File: src/rtl/mul_pkg.sv
// Shared constants and types for the memory-mapped 64x64 signed multiplier.
package mul_pkg;

    localparam int DATA_W    = 64;
    localparam int ADDR_W    = 16;
    localparam int MUL_STEPS = 64;

    // Byte offsets within the slave window; only addr[5:3] selects a register.
    localparam logic [5:0] OFS_OPERAND_A = 6'h00;
    localparam logic [5:0] OFS_OPERAND_B = 6'h08;
    localparam logic [5:0] OFS_OPSTART   = 6'h10;
    localparam logic [5:0] OFS_OPCLEAR   = 6'h18;
    localparam logic [5:0] OFS_OPDONE    = 6'h20;
    localparam logic [5:0] OFS_RESULT_H  = 6'h28;
    localparam logic [5:0] OFS_RESULT_L  = 6'h30;
    localparam logic [5:0] OFS_INTR_EN   = 6'h38;

    typedef enum logic [1:0] {
        ST_IDLE = 2'b00,
        ST_EXEC = 2'b01,
        ST_DONE = 2'b10
    } mul_state_e;

    function automatic logic [5:0] reg_offset(input logic [2:0] word_sel);
        return {word_sel, 3'b000};
    endfunction

endpackage

File: src/rtl/booth_mul64.sv
// Radix-2 Booth multiplier: one add/sub plus arithmetic shift per cycle,
// 64 steps per product, result registered on the final step.
module booth_mul64
    import mul_pkg::*;
(
    input  logic         clk,
    input  logic         reset_n,
    input  logic         op_start,
    input  logic         op_clear,
    input  logic [63:0]  multiplicand,
    input  logic [63:0]  multiplier,
    output logic [127:0] result,
    output logic         op_done
);

    logic [63:0]  mcand_q, mcand_d;
    logic [63:0]  acc_q, acc_d;
    logic [63:0]  mplr_q, mplr_d;
    logic         qm1_q, qm1_d;
    logic [6:0]   cnt_q, cnt_d;
    logic         run_q, run_d;
    logic [127:0] result_q, result_d;

    logic [64:0]  sum;
    logic [63:0]  acc_step;
    logic [63:0]  mplr_step;
    logic         last_step;

    // The add/sub is done one bit wider so that a most-negative multiplicand
    // cannot overflow before the shift brings it back into 64 bits.
    always_comb begin
        sum = {acc_q[63], acc_q};
        case ({mplr_q[0], qm1_q})
            2'b01:   sum = {acc_q[63], acc_q} + {mcand_q[63], mcand_q};
            2'b10:   sum = {acc_q[63], acc_q} - {mcand_q[63], mcand_q};
            default: sum = {acc_q[63], acc_q};
        endcase
        acc_step  = sum[64:1];
        mplr_step = {sum[0], mplr_q[63:1]};
    end

    assign last_step = run_q && (cnt_q == 7'(MUL_STEPS - 1));
    assign op_done   = last_step;
    assign result    = result_q;

    always_comb begin
        mcand_d  = mcand_q;
        acc_d    = acc_q;
        mplr_d   = mplr_q;
        qm1_d    = qm1_q;
        cnt_d    = cnt_q;
        run_d    = run_q;
        result_d = result_q;
        if (op_clear) begin
            mcand_d  = '0;
            acc_d    = '0;
            mplr_d   = '0;
            qm1_d    = 1'b0;
            cnt_d    = '0;
            run_d    = 1'b0;
            result_d = '0;
        end else if (op_start) begin
            mcand_d = multiplicand;
            acc_d   = '0;
            mplr_d  = multiplier;
            qm1_d   = 1'b0;
            cnt_d   = '0;
            run_d   = 1'b1;
        end else if (run_q) begin
            acc_d  = acc_step;
            mplr_d = mplr_step;
            qm1_d  = mplr_q[0];
            cnt_d  = cnt_q + 7'd1;
            if (last_step) begin
                run_d    = 1'b0;
                result_d = {acc_step, mplr_step};
            end
        end
    end

    always_ff @(posedge clk or negedge reset_n) begin
        if (!reset_n) begin
            mcand_q  <= '0;
            acc_q    <= '0;
            mplr_q   <= '0;
            qm1_q    <= 1'b0;
            cnt_q    <= '0;
            run_q    <= 1'b0;
            result_q <= '0;
        end else begin
            mcand_q  <= mcand_d;
            acc_q    <= acc_d;
            mplr_q   <= mplr_d;
            qm1_q    <= qm1_d;
            cnt_q    <= cnt_d;
            run_q    <= run_d;
            result_q <= result_d;
        end
    end

endmodule

File: src/rtl/mul_slave.sv
// Bus slave wrapping booth_mul64: register file, decode, read mux, control FSM
// and level interrupt.
module mul_slave
    import mul_pkg::*;
(
    input  logic        clk,
    input  logic        reset_n,
    input  logic        s_sel,
    input  logic        s_wr,
    input  logic [15:0] s_addr,
    input  logic [63:0] s_din,
    output logic [63:0] s_dout,
    output logic        m_interrupt
);

    logic [63:0]  opa_q, opa_d;
    logic [63:0]  opb_q, opb_d;
    logic         intr_en_q, intr_en_d;
    mul_state_e   state_q, state_d;

    logic [5:0]   reg_ofs;
    logic         wr_en;
    logic         wr_start;
    logic         wr_clear;
    logic         op_start;
    logic         mul_done;
    logic [127:0] mul_result;
    logic         busy;
    logic         done;
    logic         unused_addr_bits;

    assign unused_addr_bits = ^{s_addr[15:6], s_addr[2:0]};

    assign reg_ofs  = reg_offset(s_addr[5:3]);
    assign wr_en    = s_sel && s_wr;
    assign wr_start = wr_en && (reg_ofs == OFS_OPSTART) && s_din[0];
    assign wr_clear = wr_en && (reg_ofs == OFS_OPCLEAR) && s_din[0];
    // A start outside IDLE is dropped here so the datapath never restarts mid-run.
    assign op_start = wr_start && (state_q == ST_IDLE);

    booth_mul64 u_booth (
        .clk          (clk),
        .reset_n      (reset_n),
        .op_start     (op_start),
        .op_clear     (wr_clear),
        .multiplicand (opa_q),
        .multiplier   (opb_q),
        .result       (mul_result),
        .op_done      (mul_done)
    );

    always_ff @(posedge clk or negedge reset_n) begin
        if (!reset_n) begin
            state_q <= ST_IDLE;
        end else begin
            state_q <= state_d;
        end
    end

    always_comb begin
        state_d = state_q;
        if (wr_clear) begin
            state_d = ST_IDLE;
        end else begin
            case (state_q)
                ST_IDLE: if (wr_start) state_d = ST_EXEC;
                ST_EXEC: if (mul_done) state_d = ST_DONE;
                ST_DONE: state_d = ST_DONE;
                default: state_d = ST_IDLE;
            endcase
        end
    end

    always_comb begin
        busy = (state_q == ST_EXEC);
        done = (state_q == ST_DONE);
    end

    assign m_interrupt = intr_en_q && done;

    always_comb begin
        opa_d     = opa_q;
        opb_d     = opb_q;
        intr_en_d = intr_en_q;
        if (wr_en) begin
            case (reg_ofs)
                OFS_OPERAND_A: opa_d     = s_din;
                OFS_OPERAND_B: opb_d     = s_din;
                OFS_INTR_EN:   intr_en_d = s_din[0];
                default: ;
            endcase
        end
    end

    always_ff @(posedge clk or negedge reset_n) begin
        if (!reset_n) begin
            opa_q     <= '0;
            opb_q     <= '0;
            intr_en_q <= 1'b0;
        end else begin
            opa_q     <= opa_d;
            opb_q     <= opb_d;
            intr_en_q <= intr_en_d;
        end
    end

    always_comb begin
        s_dout = '0;
        if (s_sel && !s_wr) begin
            case (reg_ofs)
                OFS_OPERAND_A: s_dout = opa_q;
                OFS_OPERAND_B: s_dout = opb_q;
                OFS_OPDONE:    s_dout = {62'b0, busy, done};
                OFS_RESULT_H:  s_dout = mul_result[127:64];
                OFS_RESULT_L:  s_dout = mul_result[63:0];
                OFS_INTR_EN:   s_dout = {63'b0, intr_en_q};
                default:       s_dout = '0;
            endcase
        end
    end

endmodule

File: config.mk
export PLATFORM = sky130hd
export DESIGN_NAME = mul_slave
export DESIGN_NICKNAME = d
export VERILOG_FILES = /design/src/rtl/mul_pkg.sv /design/src/rtl/booth_mul64.sv /design/src/rtl/mul_slave.sv
export SDC_FILE = /design/constraint.sdc
export NUM_CORES = 1
export LEC_CHECK = 0
export CAP_MARGIN = 0
export CORE_MARGIN = 2
export CORE_UTILIZATION = 60
export DETAILED_ROUTE_END_ITERATION = 12
export GPL_TIMING_DRIVEN = 0
export PLACE_DENSITY = 0.81
export SKIP_LAST_GASP = 1
export SLEW_MARGIN = 0
export SYNTH_ARGS = -nofsm -noshare
export SYNTH_HDL_FRONTEND = slang
export SYNTH_SLANG_ARGS = --single-unit
File: constraint.sdc
create_clock -name clk -period 11.4 [get_ports clk]
set_input_delay 2.28 -clock clk [delete_from_list [all_inputs] [get_ports clk]]
set_output_delay 2.28 -clock clk [all_outputs]
set_load 0.05 [all_outputs]
After elaboration in Yosys (flattened, before gate mapping)
Index checks and enable logic that the tools add are counted.

Add/sub/neg operators: 3. Equal/unequal tests: 15. Multiplexer cells: 29. Reductions and logical operators: 21.

Operators by type and width (count): 64-bit 2-to-1 mux (9); 128-bit 2-to-1 mux (4); 64-bit case mux with 6 select lines (1); 65-bit case mux with 2 select lines (1); 64-bit by 64-bit adder with 65-bit output (1); 64-bit by 64-bit subtractor with 65-bit output (1); 7-bit 2-to-1 mux (3); 3-bit equality test, second input constant (4); 1-bit logical AND (9); 2-bit AND reduction (4); 7-bit by 1-bit adder with 7-bit output, second input constant (1); 7-bit by 6-bit equality test with 1-bit output, second input constant (1); 1-bit 2-to-1 mux (7); 3-bit by 2-bit equality test with 1-bit output, second input constant (2); 6-bit zero test (1); 2-bit 2-to-1 mux (3); 3-bit by 2-bit inequality test with 1-bit output, second input constant (2); 2-bit case mux with 3 select lines (1); 2-bit nonzero test (3); 2-bit by 1-bit equality test with 1-bit output, second input constant (2); 2-bit equality test, second input constant (2); 3-bit by 1-bit equality test with 1-bit output, second input constant (1); 3-bit AND reduction (1); 3-bit nonzero test (1); other kinds (3) (3).

Bits in registers: 460. Input bits: 84. Output and inout bits: 65.

Logic depth before layout (Yosys ltp)
Gate-level depths: netlist (run 1).

Depth in word-level cells: 6. Mapped depth: 25. Depth with buffers taken out: 24.

Hierarchy
From an unflattened synthesis (run 1), not the netlist that was laid out.

Cells, all modules: 2822. Area, all modules: 27238.6 um^2.

Modules (own cells, without submodules): booth_mul64 (times used 1, cells an instance 2082, area each 18959.4 um^2); mul_slave (times used 1, cells an instance 740, area each 8279.2 um^2).

Worst setup path after synthesis (run 1)
No wires, ideal clock.

Kind: input port to output port. From: input s_addr[4]. To: output s_dout[10]. Arrival time: 4.207 ns. Slack: 4.913 ns. Stages on the path: 5. Path buffers: 2. Cell sequence: clkbuf_1 > nor3_1 > clkbuf_1 > a22oi_1 > a21oi_1.

Word-level cells in the longest chain between the ends: 3. Elaborated cells between the ends (all ways): 8. Those cells by class: eq/ne (5); mux (2); reduce/logical (1).

RTL lines: from (decl) (RTL line mul_slave.sv:10) `input logic [15:0] s_addr,`; 3-bit equality test (tied with other cells) (RTL line mul_slave.sv:110) `case (reg_ofs)`; 64-bit case mux with 6 select lines (*) (RTL line mul_slave.sv:110); 64-bit 2-to-1 mux (*) (RTL line mul_slave.sv:109) `if (s_sel && !s_wr) begin`; to (decl) (RTL line mul_slave.sv:12) `output logic [63:0] s_dout,`.

Mark *: on every way between the ends. The rest lies on a longest branch, timed or not.

Final worst setup path (run 1)
From: input s_addr[3]. To: output s_dout[40].

The elaborated chain is that of the path after synthesis.

==> impl_metrics.ini, run 1 <==
[outcome]
outcome = finished, violations left
violations = capacitance limit, slew limit

[power]
ir_drop_mv = 0.1614
power-per-cell-area_nw_per_um2 = 320.8
p_leak_nw = 12.07
design_power_total_mw = 9.153

[sta]
max_slew.worst_pin.slew_ps = 1500
clock_skew_ps = 27.29
setup_viol_count_final = 0
timing.slew.headroom = -0.00006758
share_of_the_clock_period_used_by_the_worst_path_after_layout = 0.7478
timing.final.crit_period_ps = 8524
slew_viols_final = 4
finalHoldWorstSlack_ps = 488.1
maximum_clock_frequency_ghz = 0.1173
final-hold-violation-count = 0
setup_repair_after_global_routing_missed_its_margin = no

[floorplanning]
die-height_um = 207.2
effective_utilization_at_floorplan = 0.6069
die-area_um2 = 42940
rows = 74
floorplan.io_pins = 149
die_width_um = 207.2
core_area_um2 = 40830

[critical_path]
cp_common_cell = sky130_fd_sc_hd__clkbuf_1
ff2ff_path_depth = 18
arrival_ps = 6240
slowest_stage = sky130_fd_sc_hd__clkbuf_1
cp_cell_sequence = clkdlybuf4s50_1 > clkbuf_1 > nor3b_1 > clkbuf_1 > clkbuf_1 > a22oi_1 > a21oi_1 > clkdlybuf4s50_1
crit_required_ps = 9120
setup.worst_path.end_class = output pin
critical_path.startpoint_type = input pin
startpoint = s_addr[3]
path_max_fanout = 10
r2r_start = u_booth.mplr_q[0]$_DFFE_PN0P_
critical_path_class = input pin to output pin
cp_slowest_stage_delay_ps = 1010

[placed_design]
io_buffer_count = 134
dpl.hpwl_um = 58980
globalplace.congestion = 0.9467
place_area_um2 = 26930

[worst_hold_path]
worst_hold_startpoint = u_booth.result[63]$_DFFE_PN0P_
timing.hold.worst_path_depth = 2
holdCritPathClass = register to register

[logic_synthesis]
ys_async_sr_fraction = 1.000
synthesis.instances = 2526
count_of_state_elements_after_synthesis = 460
synth.net_count = 2681
synthDominantCellAreaShare = 0.4646
synth_seq_area_share = 0.4646
synth.largest_area_cell = sky130_fd_sc_hd__dfrtp_1
syn-cell-area_um2 = 24780
netlist_top_cells_area = sky130_fd_sc_hd__dfrtp_1, sky130_fd_sc_hd__mux2_2, sky130_fd_sc_hd__a21oi_1
unique_cell_type_count_in_the_yosys_netlist = 74
yosysWarningCount = 0
synth_enable_flop_cells = 0
dominantRegCellSynth = sky130_fd_sc_hd__dfrtp_1
post_synth.cell_area_avg_um2 = 9.809

[clock_tree]
clock_tree_buffer_depth = 3
postCtsSetupRepairBufs = 0
cts_sinks = 460
later_pin_clock_latency_in_the_skew_report_ps = 610
cts_tree = done
htree_num_levels = 2
numCtsBuffers = 48
cts_hold_buffers = 0
clk_pin_slew_worst_paths_ps = 60
cts-root-buf = sky130_fd_sc_hd__clkbuf_16
cts-resized-gates = 0

[global_routing]
grt_overflow_total = 0
via_count_of_the_first_global_routing_pass = 21780
antenna_violations_before_repair = 1
grt_start_max_net_pins = 127
grtUsageTotal = 0.3795
grt_first_pass_wirelength_um = 127100

[layout]
layout.cells.most_common_list = sky130_fd_sc_hd__dfrtp_1, sky130_fd_sc_hd__nand2_1, sky130_fd_sc_hd__a21oi_1, sky130_fd_sc_hd__o21ai_0, sky130_fd_sc_hd__clkbuf_1
layout-area-overhead-vs-synth_pct = 15.15
post-route-cell-area_um2 = 28530
mostFrequentLayoutCell = sky130_fd_sc_hd__dfrtp_1
num_antenna_cells = 0
fin_nets = 2871
layout_cells_sized_above_1 = 0.09154
post-route-util = 0.6988

[routing]
detail_route.drc_violations = 0
initialDrtViolationCount = 2243
wl_um = 81820
drt-wirelength-per-cell_um = 24.91
route.antenna.remaining_nets = 0
drt-vias-per-instance = 6.581
detail_route.first_pass.iterations = 6
detailroute.via_count = 21620

[flow_run]
drv_cap = 1
## Yosys cell counts, types with 7 or more instances
cell and n:
sky130_fd_sc_hd__xnor2_1 87, sky130_fd_sc_hd__a22oi_1 124, sky130_fd_sc_hd__nor4_1 8, sky130_fd_sc_hd__a22o_1 127, sky130_fd_sc_hd__or3_1 13, sky130_fd_sc_hd__nand3_1 14
sky130_fd_sc_hd__nand2b_1 17, sky130_fd_sc_hd__a21oi_1 231, sky130_fd_sc_hd__a31oi_1 19, sky130_fd_sc_hd__inv_1 32, sky130_fd_sc_hd__buf_1 15, sky130_fd_sc_hd__nor2_1 152
sky130_fd_sc_hd__nand2_1 266, sky130_fd_sc_hd__o21ai_0 209, sky130_fd_sc_hd__clkbuf_1 160, sky130_fd_sc_hd__a211oi_1 22, sky130_fd_sc_hd__a32oi_1 7, sky130_fd_sc_hd__and3_1 14
sky130_fd_sc_hd__nor3_1 34, sky130_fd_sc_hd__o21ai_1 7, sky130_fd_sc_hd__dfrtp_1 460, sky130_fd_sc_hd__ha_1 70, sky130_fd_sc_hd__nor2b_1 9, sky130_fd_sc_hd__nor3b_1 7
sky130_fd_sc_hd__a21o_1 36, sky130_fd_sc_hd__mux2_2 135, sky130_fd_sc_hd__mux2i_1 82, sky130_fd_sc_hd__and2_1 7, sky130_fd_sc_hd__o21bai_1 17, sky130_fd_sc_hd__xor2_1 38
sky130_fd_sc_hd__nand4_1 27
## worst max-delay path, delay by kind of cell
| kind | cells | cell delay (ps) |
|---|---|---|
| simple gates | 1 | 220 |
| compound gates | 2 | 430 |
| buf+inv | 5 | 3280 |
## sequential cells by signal, summed over array words and instances (netlist names)
| name | count |
|---|---|
| u_booth.mcand_q | 64 |
| u_booth.cnt_q | 7 |
| state_q | 2 |
| intr_en_q | 1 |
| opa_q | 64 |
| opb_q | 64 |
| u_booth.result | 128 |
| u_booth.acc_q | 64 |
| u_booth.mplr_q | 64 |
| u_booth.run_q | 1 |
| u_booth.qm1_q | 1 |
## final cells by class
type	instances	area [um2]
fill	3168	12300
buffer	181	686.9
sequential	460	11510
timing repair buffer	140	1470
inverter	32	120.1
tap	532	665.6
multi-input combinational	1853	12470
clock buffer	69	1401
clock inverter	18	203.9
## layer usage
| layer | part of all wire | wire [um] | vias up | GRT usage |
|---|---|---|---|---|
| met5 | 0.00017 | 14 | - | 0 |
| met1 | 0.42 | 34190 | 10860 | 0.5174 |
| met3 | 0.079 | 6454 | 207 | 0.07534 |
| met4 | 0.054 | 4400 | 2 | 0.1901 |
| met2 | 0.45 | 36750 | 959 | 0.5823 |
| li1 | - | - | 9585 | - |
## where the power goes
part	switching (mW)	internal (mW)	leakage (nW)
clock network	0.676	0.944	0.784
logic	3.15	1.84	5.38
registers	0.437	2.11	5.91
## metrics by stage
step / setup slack, ps / cells / TNS (ps)
2_1_floorplan: 4913 / 2526 / 0
3_3_place_gp: -11360 / 3192 / -5197750
3_5_place_dp: 3050 / 3198 / 0
4_1_cts: 3015 / 3285 / 0
5_1_grt: 2819 / 3285 / 0
6_report: 2876 / 3285 / 0
## cell families (layout without fill, tap and decap cells)
family | count (synthesis) | in the layout | synth area share
flip-flops | 460 | 460 | 0.4646
buffers and inverters | 213 | 440 | 0.03257
XOR/XNOR | 125 | 125 | 0.04418
adder cells (fa/ha/maj) | 71 | 71 | 0.03615
AND/OR/NAND/NOR | 589 | 589 | 0.1071
AO/OA/AOI/OAI | 851 | 851 | 0.2210
multiplexers | 217 | 217 | 0.09448
## path summary, 6_finish.rpt
path | endpoint | slack (ps)
min in group asynchronous | u_booth.mplr_q[4]$_DFFE_PN0P_ | 1680
worst max register to register | u_booth.acc_q[62]$_DFFE_PN0P_ | 4470
max in group asynchronous | u_booth.acc_q[34]$_DFFE_PN0P_ | 8090
worst max-delay path | s_dout[40] | 2880
worst min register to register | u_booth.result[63]$_DFFE_PN0P_ | 490
worst min-delay path | u_booth.result[63]$_DFFE_PN0P_ | 490
Note: power is estimated with default switching activity, not from simulation.
==> run 2, diff against run 1 <==
--- a/config.mk
+++ b/config.mk
@@ -7,10 +7,10 @@
 export LEC_CHECK = 0
 export CAP_MARGIN = 0
 export CORE_MARGIN = 2
-export CORE_UTILIZATION = 60
+export CORE_UTILIZATION = 55
 export DETAILED_ROUTE_END_ITERATION = 12
 export GPL_TIMING_DRIVEN = 0
-export PLACE_DENSITY = 0.81
+export PLACE_DENSITY = 0.79
 export SKIP_LAST_GASP = 1
 export SLEW_MARGIN = 0
 export SYNTH_ARGS = -nofsm -noshare
==> constraint.sdc (replaced) <==
create_clock -name clk -period 7.8 [get_ports clk]
set_input_delay 1.56 -clock clk [delete_from_list [all_inputs] [get_ports clk]]
set_output_delay 1.56 -clock clk [all_outputs]
set_load 0.05 [all_outputs]
==> impl_metrics.ini, run 2 (synthesis results as in run 1) <==
[critical_path]
setup.worst_path.end_class = output pin
cp_slowest_stage_delay_ps = 950
cp_cell_sequence = clkdlybuf4s50_1 > clkbuf_1 > nor3b_1 > clkbuf_1 > clkbuf_1 > a22oi_1 > a21oi_1 > clkdlybuf4s50_1
slowest_stage = sky130_fd_sc_hd__clkbuf_1
cp_common_cell = sky130_fd_sc_hd__clkbuf_1
path_max_fanout = 10
critical_path.startpoint_type = input pin
arrival_ps = 5550
crit_required_ps = 6240
critical_path_class = input pin to output pin

[sta]
finalHoldWorstSlack_ps = 492.1
final-hold-violation-count = 0
timing.slew.headroom = 0.009161
clock_skew_ps = 30.30
setup_repair_after_global_routing_missed_its_margin = no
total_negative_slack_ps = 0
timing.final.crit_period_ps = 7114
max_slew.worst_pin.slew_ps = 1486
slew_viols_final = 0
setup_ws_ps = 686.2
maximum_clock_frequency_ghz = 0.1406
setup_viol_count_final = 0
share_of_the_clock_period_used_by_the_worst_path_after_layout = 0.9120

[outcome]
outcome = completed

[routing]
detailroute.via_count = 21330
initialDrtViolationCount = 2471
detail_route.first_pass.iterations = 5
detail_route.drc_violations = 0
route.antenna.remaining_nets = 0
wl_um = 79710
drt-wirelength-per-cell_um = 23.80
drt-vias-per-instance = 6.370

[worst_hold_path]
holdCritPathClass = register to register

[floorplanning]
die_width_um = 216.3
effective_utilization_at_floorplan = 0.5591
core_area_um2 = 44320
die-height_um = 216.3
rows = 77
die-area_um2 = 46770
floorplan.io_pins = 149

[clock_tree]
cts_hold_buffers = 0
cts-resized-gates = 0
clock_tree_buffer_depth = 3
clk_pin_slew_worst_paths_ps = 60
cts_sinks = 460
postCtsSetupRepairBufs = 0
htree_num_levels = 2
numCtsBuffers = 49
later_pin_clock_latency_in_the_skew_report_ps = 620
cts-root-buf = sky130_fd_sc_hd__clkbuf_16
cts_tree = done

[global_routing]
grt_overflow_total = 0
antenna_violations_before_repair = 3
grtUsageTotal = 0.3402
via_count_of_the_first_global_routing_pass = 21370
grt_first_pass_wirelength_um = 123900
grt_start_max_net_pins = 129

[layout]
layout-area-overhead-vs-synth_pct = 15.54
fin_nets = 2874
mostFrequentLayoutCell = sky130_fd_sc_hd__dfrtp_1
final.fill_count = 3582
layout_cells_sized_above_1 = 0.08972
layout.cells.most_common_list = sky130_fd_sc_hd__dfrtp_1, sky130_fd_sc_hd__nand2_1, sky130_fd_sc_hd__a21oi_1, sky130_fd_sc_hd__o21ai_0, sky130_fd_sc_hd__clkbuf_1
post-route-util = 0.6460
stdcell_count = 3349
post-route-cell-area_um2 = 28630
largest_reg_flops = 128

[power]
power-per-cell-area_nw_per_um2 = 464.2
design_power_total_mw = 13.29
ir_drop_mv = 0.2155
p_leak_nw = 12.08

[placed_design]
io_buffer_count = 134
dp.cells = 3259
globalplace.congestion = 0.9632
dpl.hpwl_um = 57900
place_ws_ps = 920.1
place_area_um2 = 27030

[flow_run]
drv_cap = 0
==> run 2: power by group <==
part	total, mW	internal, mW	leakage, nW	switching [mW]
clock network	2.37	1.37	0.774	1.00
registers	3.71	3.08	5.91	0.631
logic	7.21	2.69	5.41	4.52
total	13.3	7.14	12.1	6.15
==> run 2: area by class of cell <==
class                   instances  area, um2  share of cell area
multi-input cells            1853      12470              0.4357
flip-flops and latches        460      11510              0.4021
repair buffers                142       1501             0.05245
clock buffers                  69       1341             0.04685
well taps                     592      740.7             0.02587
plain buffers                 181      688.2             0.02404
clock inverters                16      242.7            0.008479
inverters                      32      120.1            0.004196
diodes                          4      10.01           0.0003496
==> run 2: final timing paths <==
path                                                start                             end  slack, ps  depth (start not counted)
setup / recovery                                s_addr[3]                      s_dout[34]        690                          8
hold / removal             u_booth.result[71]$_DFFE_PN0P_  u_booth.result[71]$_DFFE_PN0P_        490                          2
setup reg to reg            u_booth.mplr_q[0]$_DFFE_PN0P_   u_booth.acc_q[62]$_DFFE_PN0P_       1110                         18
hold reg to reg            u_booth.result[71]$_DFFE_PN0P_  u_booth.result[71]$_DFFE_PN0P_        490                          2
max in group asynchronous                         reset_n  u_booth.mplr_q[35]$_DFFE_PN0P_       5500                          3
min in group asynchronous                         reset_n           intr_en_q$_DFFE_PN0P_        880                          1
==> run 2: critical path, delay by kind of cell <==
family | cells | cell delay [ps]
and+or+nand+nor | 1 | 300
buffers and inverters | 5 | 3260
AOI/OAI and AO/OA | 2 | 430
==> run 2: routing by layer <==
| layer | vias to the layer above | global-route usage | share of wire |
|---|---|---|---|
| met5 | - | 0 | 0.00014 |
| met4 | 2 | 0.1326 | 0.033 |
| met3 | 150 | 0.07719 | 0.080 |
| met2 | 931 | 0.5395 | 0.47 |
| met1 | 10640 | 0.4561 | 0.42 |
| li1 | 9607 | - | - |
